`config.mk`:
```
export PLATFORM = sky130hd
export DESIGN_NAME = mips_multicycle_core
export DESIGN_NICKNAME = d
export VERILOG_FILES = /design/src/rtl/mc_core_pkg.sv /design/src/rtl/mc_reg_file.sv /design/src/rtl/mips_multicycle_core.sv
export SDC_FILE = /design/constraint.sdc
export NUM_CORES = 1
export LEC_CHECK = 0
export BUFFER_PORTS_ARGS = -buffer_cell sky130_fd_sc_hd__buf_2
export CAP_MARGIN = 40
export CORE_ASPECT_RATIO = 1.25
export CORE_MARGIN = 2
export CORE_UTILIZATION = 40
export CTS_BUF_LIST = sky130_fd_sc_hd__clkbuf_16
export DETAILED_ROUTE_END_ITERATION = 8
export PLACE_DENSITY_LB_ADDON = 0.2
export REMOVE_ABC_BUFFERS = 1
export SYNTH_ARGS = -nofsm -noshare
export SYNTH_HDL_FRONTEND = slang
export SYNTH_SLANG_ARGS = --single-unit
```
`constraint.sdc`:
```
create_clock -name clk -period 3.55 [get_ports clk]
set_clock_uncertainty 0.15 [all_clocks]
set_input_delay 0.355 -clock clk [delete_from_list [all_inputs] [get_ports clk]]
set_output_delay 0.355 -clock clk [all_outputs]
set_load 0.05 [all_outputs]
```
`src/rtl/mc_core_pkg.sv`:
```
// mc_core_pkg: shared definitions for the multi-cycle 16-bit-encoding core.
//   - opcode values (instruction bits [15:12])
//   - FSM state encoding
//   - sext4: sign-extend the 4-bit C field to 32 bits (callers cast to width)
package mc_core_pkg;

   localparam logic [3:0] OP_ADD  = 4'h0;
   localparam logic [3:0] OP_SUB  = 4'h1;
   localparam logic [3:0] OP_AND  = 4'h2;
   localparam logic [3:0] OP_OR   = 4'h3;
   localparam logic [3:0] OP_SLT  = 4'h4;
   localparam logic [3:0] OP_LW   = 4'h8;
   localparam logic [3:0] OP_SW   = 4'h9;
   localparam logic [3:0] OP_BNE  = 4'hA;
   localparam logic [3:0] OP_BEQ  = 4'hB;
   localparam logic [3:0] OP_ADDI = 4'hC;
   localparam logic [3:0] OP_JMP  = 4'hD;
   localparam logic [3:0] OP_HALT = 4'hF;

   typedef enum logic [2:0] {
      S_FETCH,
      S_DECODE,
      S_EXEC,
      S_MEM,
      S_WB,
      S_HALT
   } state_t;

   function automatic logic signed [31:0] sext4(input logic [3:0] v);
      return {{28{v[3]}}, v};
   endfunction

endpackage

```
`src/rtl/mc_reg_file.sv`:
```
// mc_reg_file: NUM_REGS x DATA_W register file.
//   clk, rst_n        clock, async active-low reset (clears all registers)
//   ra_addr/ra_data   async read port A
//   rb_addr/rb_data   async read port B
//   dbg_addr/dbg_data async debug read port
//   we/wr_addr/wr_data synchronous write port
// r0 and indices >= NUM_REGS read as 0; writes to them are dropped.
module mc_reg_file #(
   parameter int unsigned DATA_W   = 16,
   parameter int unsigned NUM_REGS = 16
) (
   input  logic              clk,
   input  logic              rst_n,
   input  logic [3:0]        ra_addr,
   input  logic [3:0]        rb_addr,
   input  logic [3:0]        dbg_addr,
   input  logic              we,
   input  logic [3:0]        wr_addr,
   input  logic [DATA_W-1:0] wr_data,
   output logic [DATA_W-1:0] ra_data,
   output logic [DATA_W-1:0] rb_data,
   output logic [DATA_W-1:0] dbg_data
);

   logic [DATA_W-1:0] regs [NUM_REGS];

   function automatic logic valid_idx(input logic [3:0] a);
      return (a != 4'd0) && (32'(a) < NUM_REGS);
   endfunction

   assign ra_data  = valid_idx(ra_addr)  ? regs[ra_addr]  : '0;
   assign rb_data  = valid_idx(rb_addr)  ? regs[rb_addr]  : '0;
   assign dbg_data = valid_idx(dbg_addr) ? regs[dbg_addr] : '0;

   always_ff @(posedge clk or negedge rst_n) begin
      if (!rst_n) begin
         regs <= '{default: '0};
      end else if (we && valid_idx(wr_addr)) begin
         regs[wr_addr] <= wr_data;
      end
   end

endmodule

```
`src/rtl/mips_multicycle_core.sv`:
```
// mips_multicycle_core: multi-cycle CPU, encoding op[15:12] A[11:8] B[7:4] C[3:0].
// Ports:
//   clk, rst_n                          clock, async active-low reset
//   imem_req/imem_addr/imem_ack/imem_rdata   instruction fetch handshake
//   dmem_req/dmem_we/dmem_addr/dmem_wdata/dmem_ack/dmem_rdata  data handshake
//   pc, halted, retire                  status (retire = 1-cycle pulse per instr)
//   dbg_addr/dbg_data                   combinational register peek
//   perf_cycles/perf_instr              performance counters
// Build option: define CORE_PERF_CNT_EN to include the performance counters;
// otherwise perf_cycles/perf_instr are tied to 0.
module mips_multicycle_core
   import mc_core_pkg::*;
#(
   parameter int unsigned DATA_W   = 16,
   parameter int unsigned ADDR_W   = 16,
   parameter int unsigned NUM_REGS = 16,
   parameter int unsigned RESET_PC = 0
) (
   input  logic              clk,
   input  logic              rst_n,
   output logic              imem_req,
   output logic [ADDR_W-1:0] imem_addr,
   input  logic              imem_ack,
   input  logic [15:0]       imem_rdata,
   output logic              dmem_req,
   output logic              dmem_we,
   output logic [ADDR_W-1:0] dmem_addr,
   output logic [DATA_W-1:0] dmem_wdata,
   input  logic              dmem_ack,
   input  logic [DATA_W-1:0] dmem_rdata,
   output logic [ADDR_W-1:0] pc,
   output logic              halted,
   output logic              retire,
   input  logic [3:0]        dbg_addr,
   output logic [DATA_W-1:0] dbg_data,
   output logic [31:0]       perf_cycles,
   output logic [31:0]       perf_instr
);

   state_t            state;
   logic [15:0]       ir;
   logic [3:0]        op, fa, fb, fc;
   logic [DATA_W-1:0] ra_data, rb_data, ra_q, rb_q, imm_q, alu_y, wb_data;
   logic [3:0]        wb_dest;
   logic [ADDR_W-1:0] pc_inc, br_tgt, next_pc;

   assign op = ir[15:12];
   assign fa = ir[11:8];
   assign fb = ir[7:4];
   assign fc = ir[3:0];

   assign imem_addr = pc;
   assign pc_inc    = pc + ADDR_W'(1);
   assign br_tgt    = pc_inc + ADDR_W'(sext4(fc));

   mc_reg_file #(
      .DATA_W   (DATA_W),
      .NUM_REGS (NUM_REGS)
   ) u_rf (
      .clk      (clk),
      .rst_n    (rst_n),
      .ra_addr  (fa),
      .rb_addr  (fb),
      .dbg_addr (dbg_addr),
      .we       (state == S_WB),
      .wr_addr  (wb_dest),
      .wr_data  (wb_data),
      .ra_data  (ra_data),
      .rb_data  (rb_data),
      .dbg_data (dbg_data)
   );

   // ALU; ADDI/LW/SW share the default rA+imm path.
   always_comb begin
      alu_y = ra_q + imm_q;
      case (op)
         OP_ADD:  alu_y = ra_q + rb_q;
         OP_SUB:  alu_y = ra_q - rb_q;
         OP_AND:  alu_y = ra_q & rb_q;
         OP_OR:   alu_y = ra_q | rb_q;
         OP_SLT:  alu_y = DATA_W'($signed(ra_q) < $signed(rb_q));
         default: ;
      endcase
   end

   // Next PC for instructions that complete in EXEC (branches, JMP, NOPs).
   always_comb begin
      next_pc = pc_inc;
      case (op)
         OP_BNE:  if (ra_q != rb_q) next_pc = br_tgt;
         OP_BEQ:  if (ra_q == rb_q) next_pc = br_tgt;
         OP_JMP:  next_pc = ADDR_W'(ir[11:0]);
         default: ;
      endcase
   end

   // imem_req is registered so reset drops it asynchronously; it is raised
   // together with the move into FETCH, except in the first cycle after reset.
   always_ff @(posedge clk or negedge rst_n) begin
      if (!rst_n) begin
         state      <= S_FETCH;
         pc         <= ADDR_W'(RESET_PC);
         ir         <= '0;
         ra_q       <= '0;
         rb_q       <= '0;
         imm_q      <= '0;
         wb_data    <= '0;
         wb_dest    <= '0;
         imem_req   <= 1'b0;
         dmem_req   <= 1'b0;
         dmem_we    <= 1'b0;
         dmem_addr  <= '0;
         dmem_wdata <= '0;
         retire     <= 1'b0;
         halted     <= 1'b0;
      end else begin
         retire <= 1'b0;
         unique case (state)
            S_FETCH: begin
               if (!imem_req) begin
                  imem_req <= 1'b1;
               end else if (imem_ack) begin
                  ir       <= imem_rdata;
                  imem_req <= 1'b0;
                  state    <= S_DECODE;
               end
            end
            S_DECODE: begin
               ra_q  <= ra_data;
               rb_q  <= rb_data;
               imm_q <= DATA_W'(sext4(fc));
               state <= S_EXEC;
            end
            S_EXEC: begin
               case (op)
                  OP_ADD, OP_SUB, OP_AND, OP_OR, OP_SLT: begin
                     wb_data <= alu_y;
                     wb_dest <= fc;
                     state   <= S_WB;
                  end
                  OP_ADDI: begin
                     wb_data <= alu_y;
                     wb_dest <= fb;
                     state   <= S_WB;
                  end
                  OP_LW, OP_SW: begin
                     dmem_req   <= 1'b1;
                     dmem_we    <= (op == OP_SW);
                     dmem_addr  <= ADDR_W'(alu_y);
                     dmem_wdata <= rb_q;
                     wb_dest    <= fb;
                     state      <= S_MEM;
                  end
                  OP_HALT: begin
                     halted <= 1'b1;
                     state  <= S_HALT;
                  end
                  default: begin
                     pc       <= next_pc;
                     retire   <= 1'b1;
                     imem_req <= 1'b1;
                     state    <= S_FETCH;
                  end
               endcase
            end
            S_MEM: begin
               if (dmem_ack) begin
                  dmem_req <= 1'b0;
                  dmem_we  <= 1'b0;
                  if (dmem_we) begin
                     pc       <= pc_inc;
                     retire   <= 1'b1;
                     imem_req <= 1'b1;
                     state    <= S_FETCH;
                  end else begin
                     wb_data <= dmem_rdata;
                     state   <= S_WB;
                  end
               end
            end
            S_WB: begin
               pc       <= pc_inc;
               retire   <= 1'b1;
               imem_req <= 1'b1;
               state    <= S_FETCH;
            end
            S_HALT: ;
            default: state <= S_FETCH;
         endcase
      end
   end

`ifdef CORE_PERF_CNT_EN
   always_ff @(posedge clk or negedge rst_n) begin
      if (!rst_n) begin
         perf_cycles <= '0;
         perf_instr  <= '0;
      end else begin
         if (state != S_HALT) perf_cycles <= perf_cycles + 32'd1;
         if (retire)          perf_instr  <= perf_instr + 32'd1;
      end
   end
`else
   assign perf_cycles = '0;
   assign perf_instr  = '0;
`endif

endmodule
```
==> results by group, run 1 <==
Final layout
  – Commonest non-fill, non-tap cell in the layout: dfrtp_1
  – Area occupied by multi-input gates: 14,100 um2
  – Share of layout cells above drive strength 1: 0.377
  – Most frequent cells in the layout: dfrtp_1, mux2_2, mux4_2, nand2_1, buf_2
  – Synthesis-to-layout area growth: 14.5%
  – Diodes inserted: 0
  – # fillers: roughly 5,600
  – Layout net count: ~2,300
  – Register area: 9620 um2

Critical path
  – CP dominant cell by count: buf_4
  – Worst flop-to-flop path startpoint: ir[14]$_DFFE_PN0P_
  – CP max FO: 4
  – CP required: 3860 ps
  – Crit path launch type: flip-flop
  – Critical path launch point: ir[14]$_DFFE_PN0P_
  – Setup CP Type: flip-flop to flip-flop
  – Slowest CP cell: dfrtp_1
  – Arrival @ worst endpoint: approximately 3800 ps
  – CP Cell Sequence: or2_4 > nor3_4 > buf_4 > mux2_2 > fa_2 > a21o_1 > a221o_1 > a221oi_4 > buf_4 > o21ai_1 > xor2_1 > o211ai_1 > a21oi_1
  – Crit-path max cell delay: around 380 ps
  – Crit end category: flip-flop

Timing
  – Final setup fails: 0
  – Max-slew violations: 0
  – Period utilization: 0.982
  – Fmax: 0.287 GHz
  – Final worst path period need: between 3000 and 4000 ps
  – Setup WS post-layout: between 60 and 70 ps
  – RSZ-0062 raised after global routing: yes
  – Slew @ Worst Pin: 818 ps
  – Final Hold Vio Count: 0
  – Relative slew slack: 0.455

Power and ir drop
  – PwrDens: 337 nW/um2
  – Design Power: a little under 10,000 uW
  – Leak: approximately 0.013 uW
  – Maximum VDD drop: 0.000359 V

Die
  – Die X-Extent: 227 um
  – Die area: approximately 64,000 um2
  – Core Area: between 60,000 and 70,000 um2
  – Die H: approximately 280 um
  – I/O pins: ~190
  – Initial Util: 0.404
  – Cell Rows: ~100

Place
  – PortBufs: approximately 120
  – HPWL after DPL: 52,900 um
  – Pre-CTS WS: -64.0 ps
  – RD Place Congestion: about 0.95

Drt
  – Avg WL per Cell: about 25 um
  – Vias: between 15,000 and 20,000
  – DRT iter0 DRCs: 1,385
  – Residual DRC: 0
  – Final ANT Viol Nets: 0
  – Routed WL: 76,200 um
  – Vias per cell: slightly below 6
  – DR pass1 iterations: 5

Clock network
  – Num CTS Buffers: ~40
  – Clk_lat worst skew: around 570 ps
  – Clk sinks: 384
  – Root buf cell: clkbuf_16
  – TritonCTS clock tree: built
  – Longest Clk Path Bufs: 3
  – H-tree Lvls: 2
  – Clock transition at the registers of the reported paths: about 70 ps

Synth
  – Cell count after synthesis: 2,043
  – Synth cell types: 79
  – Post-synth EDFFs: 0
  – Synth Flop Type: dfrtp_1
  – Number of synthesized register bits: about 380
  – Sequential-to-total area share from yosys stat: 0.385
  – Avg Cell Area, Syn: 12.2 um2
  – Synthesized cell area: approximately 25,000 um2
  – Synth warnings: 0
  – Asr flop ratio synth: 1.00

Status
  – Status: finished clean

Global routing
  – Initial antenna violation count: 1
  – GR Overflow Total: 0
  – All-Layer GR Usage: 0.239
  – Vias in the first global route: about 18,000
  – First-pass GRT wire length: roughly 120,000 um
  – Largest net degree at the start of global routing: 96

Job
  – Max_cap viols: 0

Worst hold path
  – Worst hold path type: input pin to flip-flop
  – Min-delay src: dmem_rdata[10]
[Yosys cell counts, types with 39 or more instances]
| cell type | count | area, um2 |
|---|---|---|
| a21oi_1 | 76 | 380 |
| buf_4 | 82 | 616 |
| clkbuf_1 | 114 | 428 |
| dfrtp_1 | 384 | 9610 |
| ha_1 | 83 | 1040 |
| inv_1 | 66 | 248 |
| mux2_2 | 249 | 2800 |
| mux4_2 | 240 | 5410 |
| nand2_1 | 140 | 526 |
| nor2_1 | 87 | 327 |
| o21ai_0 | 65 | 325 |
| xnor2_1 | 39 | 342 |
[final timing paths]
check	to	slack (ps)	cells after the start
max	wb_data[12]$_DFFE_PN0P_	60	13
min	wb_data[10]$_DFFE_PN0P_	30	4
min in group asynchronous	dmem_wdata[6]$_DFFE_PN0P_	270	2
min reg2reg	u_rf.regs[255]$_DFFE_PN0P_	270	0
max in group asynchronous	u_rf.regs[228]$_DFFE_PN0P_	1880	3
max reg2reg	wb_data[12]$_DFFE_PN0P_	60	13
[area by class of cell]
type                            instances  share of cell area
Inverter                               87              0.0114
Sequential cell                       384               0.337
Multi-Input combinational cell       1398               0.495
Tap cell                              832              0.0365
Clock buffer                           41              0.0360
Clock inverter                         34              0.0157
Timing Repair Buffer                  263              0.0681
[kinds of logic (layout without fill, tap and decap cells)]
kind of cell    Yosys count  count (layout)  share of synthesized area
other cells               1              64                   0.000150
xor+xnor                 56              56                     0.0200
simple gates            370             370                     0.0725
flops                   384             384                      0.385
compound gates          317             317                     0.0789
mux                     505             505                      0.336
fa+ha+maj                86              86                     0.0441
buf+inv                 324             425                     0.0627
[metal layers]
layer,vias up,global-route usage,part of all wire
met5,-,0,0
met3,154,0.0286,0.043
met2,535,0.421,0.52
met4,0,0.0959,0.043
li1,7767,-,-
met1,9151,0.297,0.40
[sequential cells by signal (all words and copies together), names as in the netlist, 3 cells and up]
signal	flops
ir	16
imm_q	4
imem_addr	16
u_rf.regs	256
state	3
wb_data	16
rb_q	16
dmem_wdata	16
ra_q	16
dmem_addr	16
wb_dest	4
[metrics by stage]
step | setup TNS (ps) | instance area, um2 | utilization | instances | hold WS [ps]
final | 0 | 28500 | 0.462 | 3039 | 32.4
after global routing | -97.2 | 28500 | 0.462 | 3039 | 69.5
after floorplan | -22420 | 23900 | - | 1869 | -90.6
after detailed placement | -82.3 | 26700 | 0.432 | 2934 | 252
after CTS | 0 | 28500 | 0.461 | 3039 | 36.9
after global placement | 0 | 26600 | 0.431 | 2931 | 243
[report_power, final]
part | leakage (uW) | switching, uW | total [uW] | internal [uW]
clock network | 0.000738 | 1910 | 4820 | 2910
registers | 0.00527 | 0 | 4380 | 4380
logic | 0.00670 | 322 | 416 | 94.2
total | 0.0127 | 2230 | 9610 | 7380
[repair_timing]
action                                  in CTS  in global routing
gates cloned                                 0                  0
buffers inserted                             1                  0
pin swaps                                    1                  4
hold buffers                                29                  0
endpoints found under the setup margin       3                 10
hold endpoints to repair                   117                  0
resized for setup                            1                 17
[critical path: cells and delay by family, from the launching register on]
kind	cells	cell delay [ps]
compound gates	6	1200
simple gates	2	420
flops	1	380
mux	1	370
fa+ha+maj	1	360
buf+inv	2	340
xor+xnor	1	170
No activity file was read; power rests on OpenSTA's default activity.
==> inputs of run 2 (changes only) <==
--- a/config.mk
+++ b/config.mk
@@ -12,7 +12,6 @@
 export CORE_UTILIZATION = 40
 export CTS_BUF_LIST = sky130_fd_sc_hd__clkbuf_16
 export DETAILED_ROUTE_END_ITERATION = 8
-export PLACE_DENSITY_LB_ADDON = 0.2
 export REMOVE_ABC_BUFFERS = 1
 export SYNTH_ARGS = -nofsm -noshare
 export SYNTH_HDL_FRONTEND = slang
==> results by group, run 2 (same netlist as run 1, synthesis figures left out) <==
Power and ir drop
  – Psw: 2180 uW
  – Leak: roughly 0.013 uW
  – Internal Power: approximately 7000 uW
  – Combinational power share: 0.045
  – Clk pwr share: 0.468
  – PwrDens: 317 nW/um2
  – Maximum VDD drop: approximately 0.00025 V
  – Sw Share: 0.242
  – Sequential Power Share: 0.487

Critical path
  – R2R Path End: wb_data[12]$_DFFE_PN0P_
  – Setup CP Type: flip-flop to flip-flop
  – Reg-to-reg slack, setup: 80 ps
  – CP max FO: 2
  – FF-to-FF path depth: 13
  – CP required: 3820 ps
  – Crit path launch type: flip-flop
  – Worst flop-to-flop path startpoint: ir[14]$_DFFE_PN0P_
  – Critical path launch point: ir[14]$_DFFE_PN0P_
  – Crit end category: flip-flop
  – Arrival @ worst endpoint: between 3000 and 4000 ps

Drt
  – Vias per cell: between 5 and 6
  – Residual DRC: 0
  – Avg WL per Cell: around 25 um
  – Routed WL: 75,100 um
  – DRT iter0 DRCs: about 1,000
  – Vias: 17,646
  – Final ANT Viol Nets: 0
  – DR pass1 iterations: 5

Global routing
  – First-pass GRT wire length: ~110,000 um
  – All-Layer GR Usage: 0.235
  – Vias in the first global route: between 15,000 and 20,000
  – GR Overflow Total: 0
  – Largest net degree at the start of global routing: a little under 90
  – Initial antenna violation count: 1

Final layout
  – Largest register FFs: between 200 and 300
  – Area occupied by multi-input gates: ~14,000 um2
  – Most frequent cells in the layout: dfrtp_1, mux2_2, mux4_2, nand2_1, buf_2
  – Final Util: 0.458
  – Register area: 9620 um2
  – Commonest non-fill, non-tap cell in the layout: dfrtp_1
  – # fillers: 5,614
  – Reg with most FFs: u_rf.regs
  – Synthesis-to-layout area growth: 13.6%
  – Share of layout cells above drive strength 1: 0.375
  – Layout net count: between 2,000 and 2,500

Clock network
  – H-tree Lvls: 2
  – Root buf cell: clkbuf_16
  – TritonCTS clock tree: built
  – Num CTS Buffers: 40
  – Longest Clk Path Bufs: 3
  – Clk_lat worst skew: approximately 560 ps
  – Clk sinks: ~380
  – Clock transition at the registers of the reported paths: ~60 ps

Timing
  – Slew @ Worst Pin: 894 ps
  – Final worst path period need: about 3500 ps
  – Final Hold Vio Count: 0
  – RSZ-0062 raised after global routing: yes
  – Setup WS post-layout: approximately 77 ps
  – Period utilization: 0.978
  – Final setup fails: 0
  – Max-slew violations: 0
  – Fmax: 0.288 GHz
  – Relative slew slack: 0.404

Job
  – Max_cap viols: 0

Worst hold path
  – Worst Hold End: wb_data[14]$_DFFE_PN0P_
  – Min-delay src: dmem_rdata[14]
  – Worst hold path type: input pin to flip-flop
  – Hold path depth: 3

Die
  – Die H: between 200 and 300 um
  – Die X-Extent: around 230 um
  – Cell Rows: 102
  – Die area: around 64,000 um2
  – I/O pins: about 190
  – Core Area: approximately 62,000 um2
  – Initial Util: 0.404

Place
  – RD Place Congestion: about 0.96
  – HPWL after DPL: roughly 53,000 um
  – Pre-CTS WS: -94.2 ps
  – PortBufs: between 100 and 150

Status
  – Status: finished clean
run 2: changes by cell type in the layout (fill, tap and decap cells not counted), sizes merged:
| cell | previous run | this run |
|---|---|---|
| clkinv | 30 | 38 |
| inv | 77 | 75 |
| buf | 234 | 227 |
| bufinv | 11 | 4 |
| diode | 0 | 1 |
| clkbuf | 41 | 40 |
| clkinvlp | 3 | 2 |
| dlygate4sd3 | 29 | 25 |
run 2: worst max-delay path by stage:
stage | end | cells after the start
2_1_floorplan | rb_q[0]$_DFFE_PN0P_ | 4
3_3_place_gp | wb_data[12]$_DFFE_PN0P_ | 13
3_5_place_dp | wb_data[12]$_DFFE_PN0P_ | 13
4_1_cts | wb_data[15]$_DFFE_PN0P_ | 12
5_1_grt | wb_data[12]$_DFFE_PN0P_ | 13
6_report | wb_data[12]$_DFFE_PN0P_ | 13
run 2: metrics by stage:
stage / cells / hold WS, ps / area, um2 / TNS, ps / power [uW]
finish: 3026 / 11.5 / 28300 / 0 / 8990
floorplan: 1869 / -90.6 / 23900 / -22420 / 4640
CTS: 3023 / 2.72 / 28200 / 0 / 9090
global route: 3025 / 20.0 / 28300 / -66.0 / 9280
global placement: 2919 / 215 / 26600 / -7.46 / 4850
detailed placement: 2924 / 220 / 26700 / -318 / 4850
run 2: layer usage:
metal / wire (um) / global-route usage / vias to the layer above / share of wire
met1: 29500 / 0.291 / 9129 / 0.39
met3: 3180 / 0.0218 / 184 / 0.042
met2: 38800 / 0.416 / 587 / 0.52
li1: - / - / 7746 / -
met5: 0 / 0 / - / 0
met4: 3520 / 0.0998 / 0 / 0.047
run 2: area by class of cell:
type                            count  share of cell area
Antenna cell                        1           0.0000884
Clock buffer                       40              0.0353
Clock inverter                     32             0.00915
Inverter                           87              0.0115
Multi-Input combinational cell   1398               0.501
Sequential cell                   384               0.340
Tap cell                          832              0.0368
Timing Repair Buffer              252              0.0667
run 2: power by group through the flow:
stage | combinational, uW | sequential (uW) | clock, uW
after global placement | 390 | 4460 | 0
after CTS | 415 | 4370 | 4300
after detailed placement | 393 | 4460 | 0
final | 408 | 4380 | 4210
after global routing | 442 | 4370 | 4460
after floorplan | 184 | 4460 | 0
run 2: worst max-delay path, cell delays in order, from the launching register on:
cell      delay [ps]
dfrtp_1          380
or2_4            270
nor3_4           180
mux2_4           340
ha_4             170
fa_2             370
a21o_1           200
a221o_1          330
a221oi_2         320
buf_4            180
o21ai_2           50
xor2_1           160
o211ai_1         170
a21oi_1           80
run 2: what timing repair did:
item,in CTS,in global routing
endpoints found under the setup margin,7,11
gates resized for setup,4,27
pin swaps,2,6
hold buffers,25,0
hold endpoints to repair,86,0
gates cloned,0,0
setup buffers,2,2
